[src/rtl/rs232_pkg.sv]
// Shared register map, status bit positions and FSM state types for the rs232_avs slave.
package rs232_pkg;

  localparam logic [4:0] RX_BASE     = 5'd0;
  localparam logic [4:0] TX_BASE     = 5'd4;
  localparam logic [4:0] STATUS_BASE = 5'd8;

  localparam int RX_OK_BIT = 7;
  localparam int TX_OK_BIT = 6;
  localparam int FE_BIT    = 1;
  localparam int OV_BIT    = 0;

  localparam int RX_FIFO_DEPTH = 16;
  localparam int RX_PTR_W      = $clog2(RX_FIFO_DEPTH);

  typedef enum logic [1:0] {RX_IDLE, RX_START, RX_DATA, RX_STOP} rx_state_e;
  typedef enum logic [1:0] {TX_IDLE, TX_START, TX_DATA, TX_STOP} tx_state_e;

  function automatic logic [31:0] status_word(input logic rx_ok, input logic tx_ok,
                                              input logic fe, input logic ov);
    logic [31:0] w;
    w            = '0;
    w[RX_OK_BIT] = rx_ok;
    w[TX_OK_BIT] = tx_ok;
    w[FE_BIT]    = fe;
    w[OV_BIT]    = ov;
    return w;
  endfunction

endpackage

[src/rtl/rs232_rx_deser.sv]
// Serial receiver: 2-flop synchroniser plus 8N1 deserialiser with one-cycle byte-valid
// and framing-error pulses.
//
// state    | meaning
// RX_IDLE  | line idle, waiting for a falling edge
// RX_START | counting to mid start bit, then re-checking it is still low
// RX_DATA  | sampling 8 data bits, LSB first, DIV cycles apart
// RX_STOP  | sampling stop bit; high delivers the byte, low flags a framing error
module rs232_rx_deser import rs232_pkg::*; #(
  parameter int DIV = 10
) (
  input  logic       clk_i,
  input  logic       rst_i,
  input  logic       rxd_i,
  output logic [7:0] byte_o,
  output logic       valid_o,
  output logic       ferr_o
);

  localparam int CW = $clog2(DIV);
  localparam logic [CW-1:0] CNT_FULL = CW'(DIV - 1);
  localparam logic [CW-1:0] CNT_HALF = CW'(DIV / 2 - 1);

  // [0] metastability flop, [1] synchronised line, [2] previous synchronised value
  logic [2:0]    sync_q;
  logic          rxd_s;
  logic          fall;
  rx_state_e     state_q;
  logic [CW-1:0] cnt_q;
  logic [2:0]    bit_q;
  logic [7:0]    shift_q;
  logic          valid_q;
  logic          ferr_q;

  assign rxd_s = sync_q[1];
  assign fall  = sync_q[2] & ~sync_q[1];

  always_ff @(posedge clk_i or posedge rst_i) begin
    if (rst_i) sync_q <= 3'b111;
    else       sync_q <= {sync_q[1:0], rxd_i};
  end

  always_ff @(posedge clk_i or posedge rst_i) begin
    if (rst_i) begin
      state_q <= RX_IDLE;
      cnt_q   <= '0;
      bit_q   <= '0;
      shift_q <= '0;
      valid_q <= 1'b0;
      ferr_q  <= 1'b0;
    end else begin
      valid_q <= 1'b0;
      ferr_q  <= 1'b0;
      case (state_q)
        RX_IDLE: begin
          if (fall) begin
            state_q <= RX_START;
            cnt_q   <= CNT_HALF;
          end
        end
        RX_START: begin
          if (cnt_q != '0) begin
            cnt_q <= cnt_q - CW'(1);
          end else if (!rxd_s) begin
            state_q <= RX_DATA;
            cnt_q   <= CNT_FULL;
            bit_q   <= '0;
          end else begin
            state_q <= RX_IDLE;
          end
        end
        RX_DATA: begin
          if (cnt_q != '0) begin
            cnt_q <= cnt_q - CW'(1);
          end else begin
            shift_q <= {rxd_s, shift_q[7:1]};
            cnt_q   <= CNT_FULL;
            bit_q   <= bit_q + 3'd1;
            if (bit_q == 3'd7) state_q <= RX_STOP;
          end
        end
        RX_STOP: begin
          if (cnt_q != '0) begin
            cnt_q <= cnt_q - CW'(1);
          end else begin
            if (rxd_s) valid_q <= 1'b1;
            else       ferr_q  <= 1'b1;
            state_q <= RX_IDLE;
          end
        end
        default: state_q <= RX_IDLE;
      endcase
    end
  end

  // shift_q is stable until the next frame reaches RX_DATA, so it doubles as the byte output
  assign byte_o  = shift_q;
  assign valid_o = valid_q;
  assign ferr_o  = ferr_q;

endmodule

[src/rtl/rs232_avs.sv]
// Avalon-MM UART slave with two-cycle accesses; RX buffering is a 16-deep FIFO when
// RS232_RX_FIFO_EN is defined, otherwise a single holding byte.
//
// state    | meaning
// TX_IDLE  | line high; moves the holding byte into the shifter when one is pending
// TX_START | start bit low for DIV cycles
// TX_DATA  | 8 data bits LSB first, DIV cycles each
// TX_STOP  | stop bit high for DIV cycles
module rs232_avs import rs232_pkg::*; #(
  parameter int CLK_HZ = 50_000_000,
  parameter int BAUD   = 115200
) (
  input  logic        avm_clk,
  input  logic        avm_rst,
  input  logic [4:0]  avm_address,
  input  logic        avm_read,
  input  logic        avm_write,
  input  logic [31:0] avm_writedata,
  output logic [31:0] avm_readdata,
  output logic        avm_waitrequest,
  input  logic        uart_rxd,
  output logic        uart_txd
);

  localparam int DIV = CLK_HZ / BAUD;
  localparam int CW  = $clog2(DIV);
  localparam logic [CW-1:0] CNT_FULL = CW'(DIV - 1);

  if (DIV < 4) begin : g_div_check
    $error("rs232_avs: CLK_HZ/BAUD must be at least 4");
  end

  logic [7:0]  rx_byte;
  logic        rx_valid;
  logic        rx_ferr;
  logic        rx_ok;
  logic [7:0]  rx_data;
  logic        rx_pop;
  logic        rx_overrun;
  logic        push_ok;

  logic        phase_q;
  logic        cyc_a;
  logic        rx_rd_q;
  logic        tx_wr_q;
  logic        st_rd_q;
  logic [31:0] rdata_q;
  logic [31:0] rdata_d;
  logic        fe_q;
  logic        ov_q;

  tx_state_e   tx_state_q;
  logic        tx_ok_q;
  logic        tx_load;
  logic [7:0]  tx_hold_q;
  logic [7:0]  tx_shift_q;
  logic [CW-1:0] tx_cnt_q;
  logic [2:0]  tx_bit_q;
  logic        txd_q;

  logic        unused_wdata;
  assign unused_wdata = ^avm_writedata[31:8];

  rs232_rx_deser #(.DIV(DIV)) u_rx (
    .clk_i   (avm_clk),
    .rst_i   (avm_rst),
    .rxd_i   (uart_rxd),
    .byte_o  (rx_byte),
    .valid_o (rx_valid),
    .ferr_o  (rx_ferr)
  );

`ifdef RS232_RX_FIFO_EN
  logic [7:0]          fifo_mem [RX_FIFO_DEPTH];
  logic [RX_PTR_W-1:0] wr_ptr_q;
  logic [RX_PTR_W-1:0] rd_ptr_q;
  logic [RX_PTR_W:0]   count_q;

  // a pop in the same cycle frees the slot, so a push into a full FIFO still lands
  assign push_ok    = rx_valid & ((count_q != (RX_PTR_W+1)'(RX_FIFO_DEPTH)) | rx_pop);
  assign rx_overrun = rx_valid & ~push_ok;
  assign rx_ok      = (count_q != '0);
  assign rx_data    = fifo_mem[rd_ptr_q];

  always_ff @(posedge avm_clk) begin
    if (push_ok) fifo_mem[wr_ptr_q] <= rx_byte;
  end

  always_ff @(posedge avm_clk or posedge avm_rst) begin
    if (avm_rst) begin
      wr_ptr_q <= '0;
      rd_ptr_q <= '0;
      count_q  <= '0;
    end else begin
      if (push_ok) wr_ptr_q <= wr_ptr_q + RX_PTR_W'(1);
      if (rx_pop)  rd_ptr_q <= rd_ptr_q + RX_PTR_W'(1);
      count_q <= count_q + (RX_PTR_W+1)'(push_ok) - (RX_PTR_W+1)'(rx_pop);
    end
  end
`else
  logic [7:0] hold_q;
  logic       hold_vld_q;

  assign push_ok    = rx_valid & (~hold_vld_q | rx_pop);
  assign rx_overrun = rx_valid & ~push_ok;
  assign rx_ok      = hold_vld_q;
  assign rx_data    = hold_q;

  always_ff @(posedge avm_clk or posedge avm_rst) begin
    if (avm_rst) begin
      hold_q     <= '0;
      hold_vld_q <= 1'b0;
    end else begin
      if (push_ok) hold_q <= rx_byte;
      hold_vld_q <= push_ok | (hold_vld_q & ~rx_pop);
    end
  end
`endif

  assign cyc_a           = (avm_read | avm_write) & ~phase_q;
  assign avm_waitrequest = cyc_a;
  assign avm_readdata    = rdata_q;
  assign rx_pop          = rx_rd_q;
  assign tx_load         = tx_wr_q & tx_ok_q;
  assign uart_txd        = txd_q;

  always_comb begin
    rdata_d = '0;
    if (avm_read) begin
      if (avm_address == RX_BASE && rx_ok) rdata_d = {24'b0, rx_data};
      else if (avm_address == STATUS_BASE) rdata_d = status_word(rx_ok, tx_ok_q, fe_q, ov_q);
    end
  end

  // the decision to pop is taken in cycle A so an empty-read can never pop a byte
  // that arrives between the two cycles
  always_ff @(posedge avm_clk or posedge avm_rst) begin
    if (avm_rst) begin
      phase_q <= 1'b0;
      rx_rd_q <= 1'b0;
      tx_wr_q <= 1'b0;
      st_rd_q <= 1'b0;
      rdata_q <= '0;
      fe_q    <= 1'b0;
      ov_q    <= 1'b0;
    end else begin
      phase_q <= cyc_a;
      rx_rd_q <= cyc_a & avm_read  & (avm_address == RX_BASE) & rx_ok;
      tx_wr_q <= cyc_a & avm_write & (avm_address == TX_BASE);
      st_rd_q <= cyc_a & avm_read  & (avm_address == STATUS_BASE);
      if (cyc_a) rdata_q <= rdata_d;
      fe_q <= rx_ferr    | (fe_q & ~st_rd_q);
      ov_q <= rx_overrun | (ov_q & ~st_rd_q);
    end
  end

  always_ff @(posedge avm_clk or posedge avm_rst) begin
    if (avm_rst) begin
      tx_state_q <= TX_IDLE;
      tx_ok_q    <= 1'b1;
      tx_hold_q  <= '0;
      tx_shift_q <= '0;
      tx_cnt_q   <= '0;
      tx_bit_q   <= '0;
      txd_q      <= 1'b1;
    end else begin
      if (tx_load) begin
        tx_hold_q <= avm_writedata[7:0];
        tx_ok_q   <= 1'b0;
      end
      case (tx_state_q)
        TX_IDLE: begin
          txd_q <= 1'b1;
          if (!tx_ok_q) begin
            tx_shift_q <= tx_hold_q;
            tx_ok_q    <= 1'b1;
            txd_q      <= 1'b0;
            tx_cnt_q   <= CNT_FULL;
            tx_state_q <= TX_START;
          end
        end
        TX_START: begin
          if (tx_cnt_q != '0) begin
            tx_cnt_q <= tx_cnt_q - CW'(1);
          end else begin
            txd_q      <= tx_shift_q[0];
            tx_cnt_q   <= CNT_FULL;
            tx_bit_q   <= '0;
            tx_state_q <= TX_DATA;
          end
        end
        TX_DATA: begin
          if (tx_cnt_q != '0) begin
            tx_cnt_q <= tx_cnt_q - CW'(1);
          end else begin
            tx_cnt_q <= CNT_FULL;
            if (tx_bit_q == 3'd7) begin
              txd_q      <= 1'b1;
              tx_state_q <= TX_STOP;
            end else begin
              txd_q      <= tx_shift_q[1];
              tx_shift_q <= {1'b0, tx_shift_q[7:1]};
              tx_bit_q   <= tx_bit_q + 3'd1;
            end
          end
        end
        TX_STOP: begin
          if (tx_cnt_q != '0) tx_cnt_q <= tx_cnt_q - CW'(1);
          else                tx_state_q <= TX_IDLE;
        end
        default: tx_state_q <= TX_IDLE;
      endcase
    end
  end

endmodule

[config.mk]
export PLATFORM = sky130hd
export DESIGN_NAME = rs232_avs
export DESIGN_NICKNAME = d
export VERILOG_FILES = /design/src/rtl/rs232_pkg.sv /design/src/rtl/rs232_rx_deser.sv /design/src/rtl/rs232_avs.sv
export SDC_FILE = /design/constraint.sdc
export NUM_CORES = 1
export LEC_CHECK = 0
export CAP_MARGIN = 25
export CORE_MARGIN = 3
export CORE_UTILIZATION = 53
export CTS_BUF_LIST = sky130_fd_sc_hd__clkbuf_16
export CTS_CLUSTER_SIZE = 24
export DETAILED_ROUTE_END_ITERATION = 10
export GPL_ROUTABILITY_DRIVEN = 0
export GPL_TIMING_DRIVEN = 0
export HOLD_SLACK_MARGIN = 0.12
export PLACE_DENSITY = 0.8
export SYNTH_ARGS = -nofsm -noshare
export SYNTH_HDL_FRONTEND = slang
export SYNTH_SLANG_ARGS = --single-unit
export TNS_END_PERCENT = 5
[constraint.sdc]
create_clock -name avm_clk -period 3.8 [get_ports avm_clk]
set_input_delay 0.76 -clock avm_clk [delete_from_list [all_inputs] [get_ports avm_clk]]
set_output_delay 0.76 -clock avm_clk [all_outputs]
set_load 0.1 [all_outputs]
==> summary.txt <==
PD cells: 563 nW/um^2
share of the synthesized area in the top cell type: 44.8%
M1 GR Usage: 24.9%
CTS Hold Bufs: 0
CP cell instances: clkdlybuf4s50_1, o21ai_1, inv_1, clkdlybuf4s50_1
# DRC: 0
Root Driver: clkbuf_16
filler instances: 579
Synth Warn #: 0
GR met2 Demand/Resource: 34.0%
unrepaired setup endpoints after global routing: false
Die Wd: 96.1 um
Yosys reg bits: 82
post-cts gate resize count: 0
Sequential Power Share: 36.7%
Comb pwr share: 31.5%
fin. max-slew vios: 0
Clk pin slew, worst setup/hold paths: 0.07 ns
most frequent cells after synthesis: dfrtp_1 (77), buf_4 (26), mux2_2 (26)
mux contribution to synthesized area: 11.6%
setup_tns: 0 ns
top-count cell post-synth: dfrtp_1
ys async rst share: 100%
Primary FF master, synth: dfrtp_1
area leader, netlist: dfrtp_1
chip height: 96.1 um
worst slew pin tran: 0.978 ns
final setup fails: 0
routed vias: 3,152
peak supply drop: 0.357 mV
adder-cell share of the synthesized area: 4.36%
final global-route overflow total: 0
sequential share of the synthesized area: 47.8%
cell count after synthesis: 388
slowest CP cell: clkdlybuf4s50_1
Avg Synthesized Cell Area: 11.1 sq um
Synth Cell Area: 4300 sq um
met3 Track Usage GR: 4.38%
f_max: 0.273 GHz
fraction of layout cells with a size suffix above 1: 20.7%
CP Data Arrival Time: 2.90 ns
CTS tree: yes
Area growth, synth to finish: 19.2%
busiest layer in global routing: met2
largest family of logic cells by synthesized area: compound AO/OA/AOI/OAI gates
Ports: 76
Post-CTS Setup Bufs: 0
num rows: 32
Layout Cells excl Fill: 557
Internal Power: 0.00183 W
Worst Path Buf+Inv: 3
post-synth cell types: 63
period utilisation layout: 96.4%
worst skew pair latency: 0.33 ns
Synth Area in Simple Gates: 11.9%
global-route wire length before repair: 14,400 um
Crit. End Element: output port
HP Class: flop to flop
sw frac: 36.6%
antenna diode count: 0
# Max-Cap Violations: 0
hpwl dp: 5950 um
worst-path maximum fanout: 10
crit-path most repeated cell: clkdlybuf4s50_1
Core ar.: 7810 sq um
input/output buffers: 27
nets: 507
compound-cell area share of the yosys netlist: 16.6%
Starting Density: 55.1%
critical setup path kind: input pin to output port
die area: 9240 sq um
vias in the first global route: 3,060
largest net degree at the start of global routing: 43
CP required: 3.04 ns
Fin. Hold Viols: 0
antenna violations before repair: 0
status: completed
H-tree level count: 3
Avg Vias per Cell: 5.66
Post-Synth XOR/XNOR Area: 0%
Placed Instances: 541
total wire length: 8580 um
Clock power frac: 31.8%
Pleak: 2.43 nW
NetSw: 0.00106 W
Final Util: 65.7%
Starting DRT DRC Count: 168
DRT Pass-1 Iters: 5
largest cells by area after synthesis: dfrtp_1 (45%), mux2_2 (6.8%), buf_4 (4.5%)
Num CTS Buffers: 9
Tmin final: 3.66 ns
maximum buffer depth of the clock tree: 2
post-detailed-route count of antenna-violating nets: 0
worst-case clock skew: 0.00602 ns
CTS Sinks: 82
worst rel slew slack: 34.6%
WL per Instance: 15.4 um
GR Util All Layers: 19.9%
EDFF count, synth: 0
CP top delay family: buffers and inverters
Crit path largest cell delay: 1.00 ns
critical path startpoint category: input pin
cell families after synthesis:
logic type / after synthesis
muxes: 42
AOI/OAI and AO/OA: 101
other: 1
and+or+nand+nor: 86
buffers and inverters: 61
adders and majority gates: 15
DFF: 82
layer usage:
layer,wire [um],vias to the layer above,part of all wire (%)
met3,457,14,5.3
met4,123,0,1.4
met1,3590,1538,42
met5,0,-,0
li1,-,1497,-
met2,4410,103,51
power groups by stage:
| stage | clock, W | sequential [W] | combinational [W] |
|---|---|---|---|
| 2_1_floorplan | 0 | 0.00105 | 0.000725 |
| 6_report | 0.000918 | 0.00106 | 0.000909 |
| 3_5_place_dp | 0 | 0.00107 | 0.000888 |
| 4_1_cts | 0.000931 | 0.00106 | 0.000896 |
| 5_1_grt | 0.000972 | 0.00107 | 0.000980 |
| 3_3_place_gp | 0 | 0.00106 | 0.000865 |
flip-flops by register name, indices dropped and copies added (netlist names), 2 cells and up, named ones only:
name          count
avm_readdata      8
hold_q            8
tx_bit_q          3
tx_cnt_q          9
tx_hold_q         8
tx_shift_q        8
tx_state_q        2
u_rx.bit_q        3
u_rx.byte_o       8
u_rx.cnt_q        9
u_rx.sync_q       3
final timing paths:
path	start	endpoint	slack, ns	cells after the start
worst min-delay path	u_rx.sync_q[0]$_DFF_PP1_	u_rx.sync_q[1]$_DFF_PP1_	0.36	0
worst max register to register	tx_cnt_q[0]$_DFFE_PP0P_	tx_shift_q[6]$_DFFE_PP0P_	1.51	7
min in group asynchronous	avm_rst	u_rx.cnt_q[5]$_DFFE_PP0P_	0.82	2
max in group asynchronous	avm_rst	u_rx.sync_q[0]$_DFF_PP1_	2.34	3
worst min register to register	u_rx.sync_q[0]$_DFF_PP1_	u_rx.sync_q[1]$_DFF_PP1_	0.36	0
worst max-delay path	avm_read	avm_waitrequest	0.14	4
through the flow:
stage | worst slack [ns] | total power (W) | hold slack, ns | cell area [sq um]
after global placement | -0.294 | 0.00193 | 0.347 | 4790
after CTS | 0.166 | 0.00289 | 0.357 | 5130
after floorplan | 0.940 | 0.00177 | 0.345 | 4390
after detailed placement | 0.166 | 0.00196 | 0.347 | 4810
final | 0.139 | 0.00289 | 0.357 | 5130
after global routing | 0.0207 | 0.00303 | 0.360 | 5130
cell type report:
| cell class | count | area, sq um | share of cell area (%) |
|---|---|---|---|
| Multi-Input combinational cell | 268 | 2000 | 39.0 |
| Clock buffer | 9 | 225 | 4.39 |
| Sequential cell | 82 | 2060 | 40.1 |
| Tap cell | 102 | 128 | 2.49 |
| Inverter | 25 | 96.3 | 1.88 |
| Buffer | 36 | 236 | 4.61 |
| Timing Repair Buffer | 28 | 290 | 5.66 |
| Clock inverter | 7 | 92.6 | 1.81 |
layout by cell type, fill, tap and decap left out, drive strengths merged, types with 6 or more instances in the layout:
cell type       n
buf            30
ha             15
clkdlybuf4s50  27
nand2b          7
nor3            7
a22o           11
conb           24
nor2           13
o21ai          22
a31oi           8
a21oi          15
mux2           41
and3            7
o22ai           6
inv            30
nand2          19
clkbuf         16
dfrtp          77
Power figures use the tool's default switching activity.
